--- src/rtl/data_memory_line_fill_unit.sv ---
// Line fill unit: on a load miss, fetches one cache line from memory one
// word at a time (ascending order) and streams the words to the cache
// controller, then holds cache_line_valid_o until the controller is done.
// A per-word timeout aborts the fill with a one-cycle bus_error_o pulse.
//
// Handshake semantics: mem_read_o/mem_address_o are held stable while in
// ISSUE and a transfer happens on a rising edge where mem_read_o and
// mem_ready_i are both high. mem_data_valid_i is honoured only while a read
// is outstanding (WAIT_DATA) and is ignored at any other time.
// external_data_valid_o is a one-cycle strobe that qualifies
// external_data_o; there is no back-pressure on it.
module data_memory_line_fill_unit #(
  parameter int XLEN        = 32,
  parameter int PORT_WIDTH  = 32,
  parameter int BLOCK_WIDTH = 128,
  parameter int TIMEOUT     = 255
) (
  input  logic                  clk_i,
  input  logic                  rst_i,
  input  logic                  processor_request_i,
  input  logic [XLEN-1:0]       processor_address_i,
  output logic                  external_acknowledge_o,
  output logic [PORT_WIDTH-1:0] external_data_o,
  output logic                  external_data_valid_o,
  output logic                  cache_line_valid_o,
  input  logic                  line_done_i,
  output logic                  mem_read_o,
  output logic [XLEN-1:0]       mem_address_o,
  input  logic                  mem_ready_i,
  input  logic [PORT_WIDTH-1:0] mem_data_i,
  input  logic                  mem_data_valid_i,
  output logic                  bus_error_o,
  output logic                  idle_o
);

  localparam int WORDS = BLOCK_WIDTH / PORT_WIDTH;
  localparam int CNT_W = $clog2(WORDS);
  localparam int WOFF  = $clog2(PORT_WIDTH / 8);
  localparam int TO_W  = $clog2(TIMEOUT + 1);
  localparam logic [XLEN-1:0] LINE_MASK = ~XLEN'(BLOCK_WIDTH / 8 - 1);

  typedef enum logic [1:0] {
    S_IDLE       = 2'd0,
    S_ISSUE      = 2'd1,
    S_WAIT_DATA  = 2'd2,
    S_LINE_VALID = 2'd3
  } state_t;

  // state_q is the observable FSM state for checkers bound to this block.
  state_t                  state_q, state_d;
  logic [XLEN-1:0]         base_q;
  logic [CNT_W-1:0]        word_cnt_q;
  logic [TO_W-1:0]         timeout_q;
  logic                    ack_q;
  logic [PORT_WIDTH-1:0]   data_q;
  logic                    data_valid_q;
  logic                    bus_error_q;

  logic                    accept;
  logic                    word_done;
  logic                    timeout_hit;
  logic                    last_word;
  logic [XLEN-1:0]         word_offset;

  assign last_word   = (word_cnt_q == CNT_W'(WORDS - 1));
  assign word_offset = {{(XLEN-CNT_W){1'b0}}, word_cnt_q} << WOFF;

  // Next-state and per-cycle event decode.
  always_comb begin
    state_d     = state_q;
    accept      = 1'b0;
    word_done   = 1'b0;
    timeout_hit = 1'b0;
    case (state_q)
      S_IDLE: begin
        if (processor_request_i) begin
          accept  = 1'b1;
          state_d = S_ISSUE;
        end
      end
      S_ISSUE: begin
        if (mem_ready_i) state_d = S_WAIT_DATA;
      end
      S_WAIT_DATA: begin
        // Data arriving on the last allowed cycle wins over the timeout.
        if (mem_data_valid_i) begin
          word_done = 1'b1;
          state_d   = last_word ? S_LINE_VALID : S_ISSUE;
        end else if (timeout_q == TO_W'(TIMEOUT - 1)) begin
          timeout_hit = 1'b1;
          state_d     = S_IDLE;
        end
      end
      S_LINE_VALID: begin
        // The first LINE_VALID cycle carries the last data strobe, so
        // line_done_i only counts once cache_line_valid_o is visible.
        if (line_done_i && !data_valid_q) state_d = S_IDLE;
      end
      default: state_d = S_IDLE;
    endcase
  end

  // FSM state register.
  always_ff @(posedge clk_i) begin
    if (rst_i) state_q <= S_IDLE;
    else       state_q <= state_d;
  end

  // Datapath: line base, word/timeout counters and registered strobes.
  always_ff @(posedge clk_i) begin
    if (rst_i) begin
      base_q       <= '0;
      word_cnt_q   <= '0;
      timeout_q    <= '0;
      ack_q        <= 1'b0;
      data_q       <= '0;
      data_valid_q <= 1'b0;
      bus_error_q  <= 1'b0;
    end else begin
      ack_q        <= accept;
      data_valid_q <= word_done;
      bus_error_q  <= timeout_hit;
      if (accept) begin
        base_q     <= processor_address_i & LINE_MASK;
        word_cnt_q <= '0;
      end
      if (word_done) begin
        data_q <= mem_data_i;
        if (!last_word) word_cnt_q <= word_cnt_q + 1'b1;
      end
      if (state_q == S_ISSUE && mem_ready_i) begin
        timeout_q <= '0;
      end else if (state_q == S_WAIT_DATA && !mem_data_valid_i) begin
        timeout_q <= timeout_q + 1'b1;
      end
    end
  end

  assign external_acknowledge_o = ack_q;
  assign external_data_o        = data_q;
  assign external_data_valid_o  = data_valid_q;
  assign cache_line_valid_o     = (state_q == S_LINE_VALID) && !data_valid_q;
  assign mem_read_o             = (state_q == S_ISSUE);
  assign mem_address_o          = (state_q == S_ISSUE) ? (base_q + word_offset) : '0;
  assign bus_error_o            = bus_error_q;
  assign idle_o                 = (state_q == S_IDLE);

endmodule

--- config.mk ---
export PLATFORM = sky130hd
export DESIGN_NAME = data_memory_line_fill_unit
export DESIGN_NICKNAME = d
export VERILOG_FILES = /design/src/rtl/data_memory_line_fill_unit.sv
export SDC_FILE = /design/constraint.sdc
export NUM_CORES = 1
export LEC_CHECK = 0
export BUFFER_PORTS_ARGS = -buffer_cell sky130_fd_sc_hd__buf_2
export CORE_MARGIN = 5
export CORE_UTILIZATION = 42
export CTS_CLUSTER_DIAMETER = 200
export DETAILED_ROUTE_END_ITERATION = 6
export PLACE_DENSITY_LB_ADDON = 0.2
export SLEW_MARGIN = 10
export SYNTH_ARGS = -nofsm -noshare
export SYNTH_HDL_FRONTEND = slang
export SYNTH_SLANG_ARGS = --single-unit
--- constraint.sdc ---
create_clock -name clk_i -period 1.5 [get_ports clk_i]
set_clock_uncertainty 0.1 [all_clocks]
set_input_delay 0.3 -clock clk_i [delete_from_list [all_inputs] [get_ports clk_i]]
set_output_delay 0.3 -clock clk_i [all_outputs]
set_load 0.02 [all_outputs]
* Yosys cells after proc, flatten, opt, wreduce, memory -nomap -nowiden *
Cells that the tools add are included.

word-level totals
  input bits = 70
  bits in latches = 0
  bits in writable memories = 0
  register bits = 75
  ROM bits = 0
  memories = 0
  output and inout bits = 70
  logic and storage cells = 47

operators by class
  eq/ne operators = 9
  $lt $le $gt $ge = 0
  $mul = 0
  reductions and logical operators = 10
  bitwise gates (word level) = 1
  multiplexer cells = 16
  divide/modulo/power cells = 0
  $add $sub $neg = 3
  shift operators = 0

operator list
  operator               count
  $add A32 B4 Y32        1
  $mux W32               1
  $mux W2                9
  $add A8 B1 Y8 const B  1
  $eq A8 B8 Y1 const B   1
  $pmux W2 S4            1
  $eq A2 B2 Y1 const B   3
  $mux W1                5
  $logic_and A1 B1 Y1    4
  $ne A2 B2 Y1 const B   2
  $reduce_and A4 Y1      1
  $ne A3 B3 Y1 const B   1
  $reduce_or A3 Y1       1
  $add A2 B1 Y2 const B  1
  $eq A2 B1 Y1 const B   1
  $logic_not A1 Y1       2
  $logic_not A2 Y1       1
  $ne A2 B1 Y1 const B   1
  $reduce_or A2 Y1       1
  $not A1 Y1             1

* Logic depth before layout (Yosys ltp) *
  depth after elaboration = 5
  depth in mapped cells = 6
  gate-level depth less buffers = 5

* Least setup slack after synthesis *
OpenSTA, ideal clock, no wires.

  path type = reg2out
  from = register state_q[1]
  to = output mem_address_o[22]
  cell stages (with the launch flop) = 6
  data arrival time = 1.382 ns
  path slack = -0.282 ns
  required time = 1.100 ns
  path buffers = 3
  path through = dfxtp_1 buf_2 buf_2 nor2_1 clkbuf_1 and2_1

on the way
  cells in the longest elaborated chain, start to end = 2

ends and longest elaborated chain
  item                      RTL line  text
  start: declaration        50        state_t state_q, state_d;
  start signal: assignment  106       else state_q <= state_d;
  $eq A2 B1 Y1              -
  via mem_read_o            27        output logic mem_read_o,
  $mux W32                  144       assign mem_address_o = (state_q == S_ISSUE) ? (base_q + word_offset) : '0;
  end: declaration          28        output logic [XLEN-1:0] mem_address_o,

The timed path passes the listed nets, and every way through them passes these cells.

* Final worst setup path *
  from = register state_q[0]
  to = register data_q[12], in the netlist external_data_o[12]

on the way
  cells in the longest elaborated chain, start to end = 2

ends and longest elaborated chain
  item                    RTL line  text
  $eq A2 B2 Y1            74        case (state_q)
  $mux W1                 74
  end signal: assignment  128       data_q <= mem_data_i;
  end: declaration        55        logic [PORT_WIDTH-1:0] data_q;

Every way passes these cells.
A chain may end at the register's enable or synchronous reset.

==> impl_metrics.ini <==
[synth]
yosys_register_bits = 75
ys_types = 33
syn_avg_cell_area_sq_um = 7.842
yosysSeqAreaShare_pct = 49.73
synthesis.area_sq_um = 3019
synthCells = 385
yosysWarningCount = 0

[global_routing]
antenna_found_initial = 0
grt_overflow = 0
grt_max_degree = 29
track_usage_pct = 18.88
grt_pass1_vias = 2925
grt_pass1_wl_microns = 13480

[routing]
viasPerCell = 4.927
num_vias = 3242
drt_iter0_drc = 153
antenna_left = 0
drt_wl_total_microns = 9675
drc_errors = 0
wl_per_cell_microns = 14.70
dr.pass1.iters = 4

[critical_path]
arrival_ns = 1.93
startpoint_type = flip-flop
r2r_setup_slack_ns = -0.27
worstReg2RegStart = state_q[0]$_SDFFE_PP0P_
crit_end = external_data_o[12]$_SDFFE_PP0P_
worstReg2RegEnd = external_data_o[12]$_SDFFE_PP0P_
startpoint = state_q[0]$_SDFFE_PP0P_
path_class = reg2reg
critPathMaxFanout = 7
r2r_cells = 9
crit_required_ns = 1.66
cp-end-kind = flip-flop

[clock_tree]
htree_levels = 3
root_buffer = clkbuf_8
cts_hold_buf = 0
cts_buffer_depth = 2
tritoncts = built
clkSinkCount = 75
cts_made_buffers = 9
cts.clk_slew.worst_paths_ns = 0.09
clk_latency_ns = 0.33

[power]
p_total_mw = 4.977
p_int_mw = 3.527
seq_power_share_pct = 43.5
switching_share_pct = 29.15
cellPowerDensity_nw_per_um2 = 960.2
vdd_drop_max_mv = 0.5966
p_switching_mw = 1.451
power_leakage_nw = 2.272
clkPwrFrac_pct = 31.6
pwr-share-comb_pct = 24.9

[final_layout]
postLayoutCellArea_sq_um = 5184
diodes = 0
final_common_cell = buf_2
multi_input_area_sq_um = 1884
layout-drive-gt1-share_pct = 60.47
nets = 627
fillers = 542
area_growth_pct = 71.69
final-seq-area_sq_um = 1506
finalNonFillerCells = 658
final_cell_mix = buf_2 (100), nand2_1 (86), dfxtp_1 (73)

[die]
die_y_microns = 94.79
row_count = 31
io_pins = 140
die_area_sq_um = 8984
die-width_microns = 94.79
initial_utilization_pct = 42.30
coreArea_sq_um = 7137

[sta]
setup_tns_ns = -17.25
max_freq_mhz = 566.2
setup-violations-final = 104
rsz0062_at_grt = true
min_period_ns = 1.766
hold_viol_final = 0
drv_slew = 0
post-route-worst-setup-slack_ns = -0.2663
timing.final.crit_share_pct = 117.8

[placement]
dp_cells = 611
numPortBuffers = 133
dpl.hpwl_microns = 5738
gp_congestion = 0.7803
dpl_cell_area_sq_um = 3929

[status]
status = finished, violations left
violations = negative setup slack

[min_path]
holdCritPathClass = in2reg

[flow_run]
drv_cap = 0
## how the worst min path moves through the flow
stage	startpoint	endpoint	cells after the start
final	processor_address_i[15]	base_q[15]$_SDFFE_PP0P_	3
after global routing	processor_address_i[11]	base_q[11]$_SDFFE_PP0P_	3
after global placement	base_q[22]$_SDFFE_PP0P_	base_q[22]$_SDFFE_PP0P_	2
after detailed placement	base_q[26]$_SDFFE_PP0P_	base_q[26]$_SDFFE_PP0P_	2
after CTS	mem_data_i[27]	external_data_o[27]$_SDFFE_PP0P_	3
after floorplan	base_q[10]$_SDFFE_PP0P_	base_q[10]$_SDFFE_PP0P_	2
## power groups by stage
stage | Clock, mW | Sequential [mW] | Combinational [mW]
global placement | 0 | 2.20 | 0.750
finish | 1.57 | 2.17 | 1.24
floorplan | 0 | 2.24 | 0.430
detailed placement | 0 | 2.21 | 0.761
CTS | 1.60 | 2.16 | 0.969
global route | 1.71 | 2.18 | 1.33
## cell type report
type | count | share of cell area [%]
multi-input combinational | 278 | 36.35
clock buffer | 11 | 2.728
timing repair buffer | 187 | 28.07
tap | 99 | 2.390
clock inverter | 5 | 1.183
inverter | 3 | 0.2172
sequential | 75 | 29.06
## metal layers
| metal | GRT usage, % | wire length [microns] | up-vias | share of wire (%) |
|---|---|---|---|---|
| met5 | 0 | 0 | - | 0 |
| met4 | 6.370 | 65 | 0 | 0.67 |
| met1 | 21.76 | 3825 | 1538 | 40 |
| met2 | 32.41 | 5043 | 102 | 52 |
| met3 | 6.693 | 740 | 6 | 7.6 |
| li1 | - | - | 1596 | - |
## through the flow
stage / setup slack (ns) / util, % / hold WS (ns)
2_1_floorplan: -0.01614 / - / 0.3317
3_3_place_gp: -0.03853 / 55.05 / 0.3372
3_5_place_dp: -0.05526 / 55.05 / 0.3432
4_1_cts: -0.2382 / 64.41 / 0.07580
5_1_grt: -0.3115 / 72.63 / 0.06882
6_report: -0.2663 / 72.63 / 0.08688
## cells in the mapped netlist
library cell  count  area (sq um)
inv_1             3         11.26
o21ai_0           6         30.03
o31ai_1           1         7.510
buf_2             8         40.04
and3b_1           1         8.760
nand3b_1          3         22.52
a21oi_1          69         345.3
nor3b_1           2         15.01
a211oi_1          3         22.52
nand4_1           2         12.51
nor4_1            1         6.260
nor2_1            8         30.03
nand2_1         127         476.7
nand3_1           2         10.01
nand2b_1          1         6.260
ha_1              3         37.54
mux2i_1           1         10.01
clkbuf_1         19         71.32
and4b_1           1         10.01
dfxtp_1          75          1501
buf_4             2         15.01
nand4bb_1         2         22.52
or3_1             5         31.28
buf_6             1         11.26
conb_1            1         3.750
mux2_2            1         11.26
a311o_1           1         10.01
and2_1           30         187.7
or4_1             1         7.510
o211ai_1          2         15.01
or3b_4            1         11.26
or3b_2            1         8.760
xor2_1            1         8.760
## sequential cells by signal (all words and copies together) (netlist names)
name,cells
external_data_o,32
base_q,28
external_data_valid_o,1
timeout_q,8
bus_error_o,1
word_cnt_q,2
external_acknowledge_o,1
state_q,2
## logic make-up (layout without fill, tap and decap cells)
family / Yosys count / in the layout / share of synthesized area, %
other cells: 1 / 2 / 0.1242
xor+xnor: 1 / 1 / 0.2901
mux: 2 / 2 / 0.7045
flops: 75 / 75 / 49.73
simple gates: 188 / 188 / 28.72
fa+ha+maj: 3 / 3 / 1.243
compound gates: 82 / 82 / 14.26
buf+inv: 33 / 206 / 4.932
## worst max-delay path, cell delays in order (launching register included)
cell and delay [ns]:
dfxtp_2 0.33, buf_4 0.12, buf_6 0.12, buf_8 0.13
buf_6 0.11, and3b_2 0.35, buf_4 0.15, buf_6 0.10
nand2_1 0.05, a21oi_1 0.14
## timing repair
item / in CTS / in global routing
pin swaps: 31 / 49
resized for setup: 121 / 140
setup endpoints to repair: 49 / 104
cloned: 6 / 6
setup buffers: 6 / 16
Note: power is estimated with default switching activity, not from simulation.
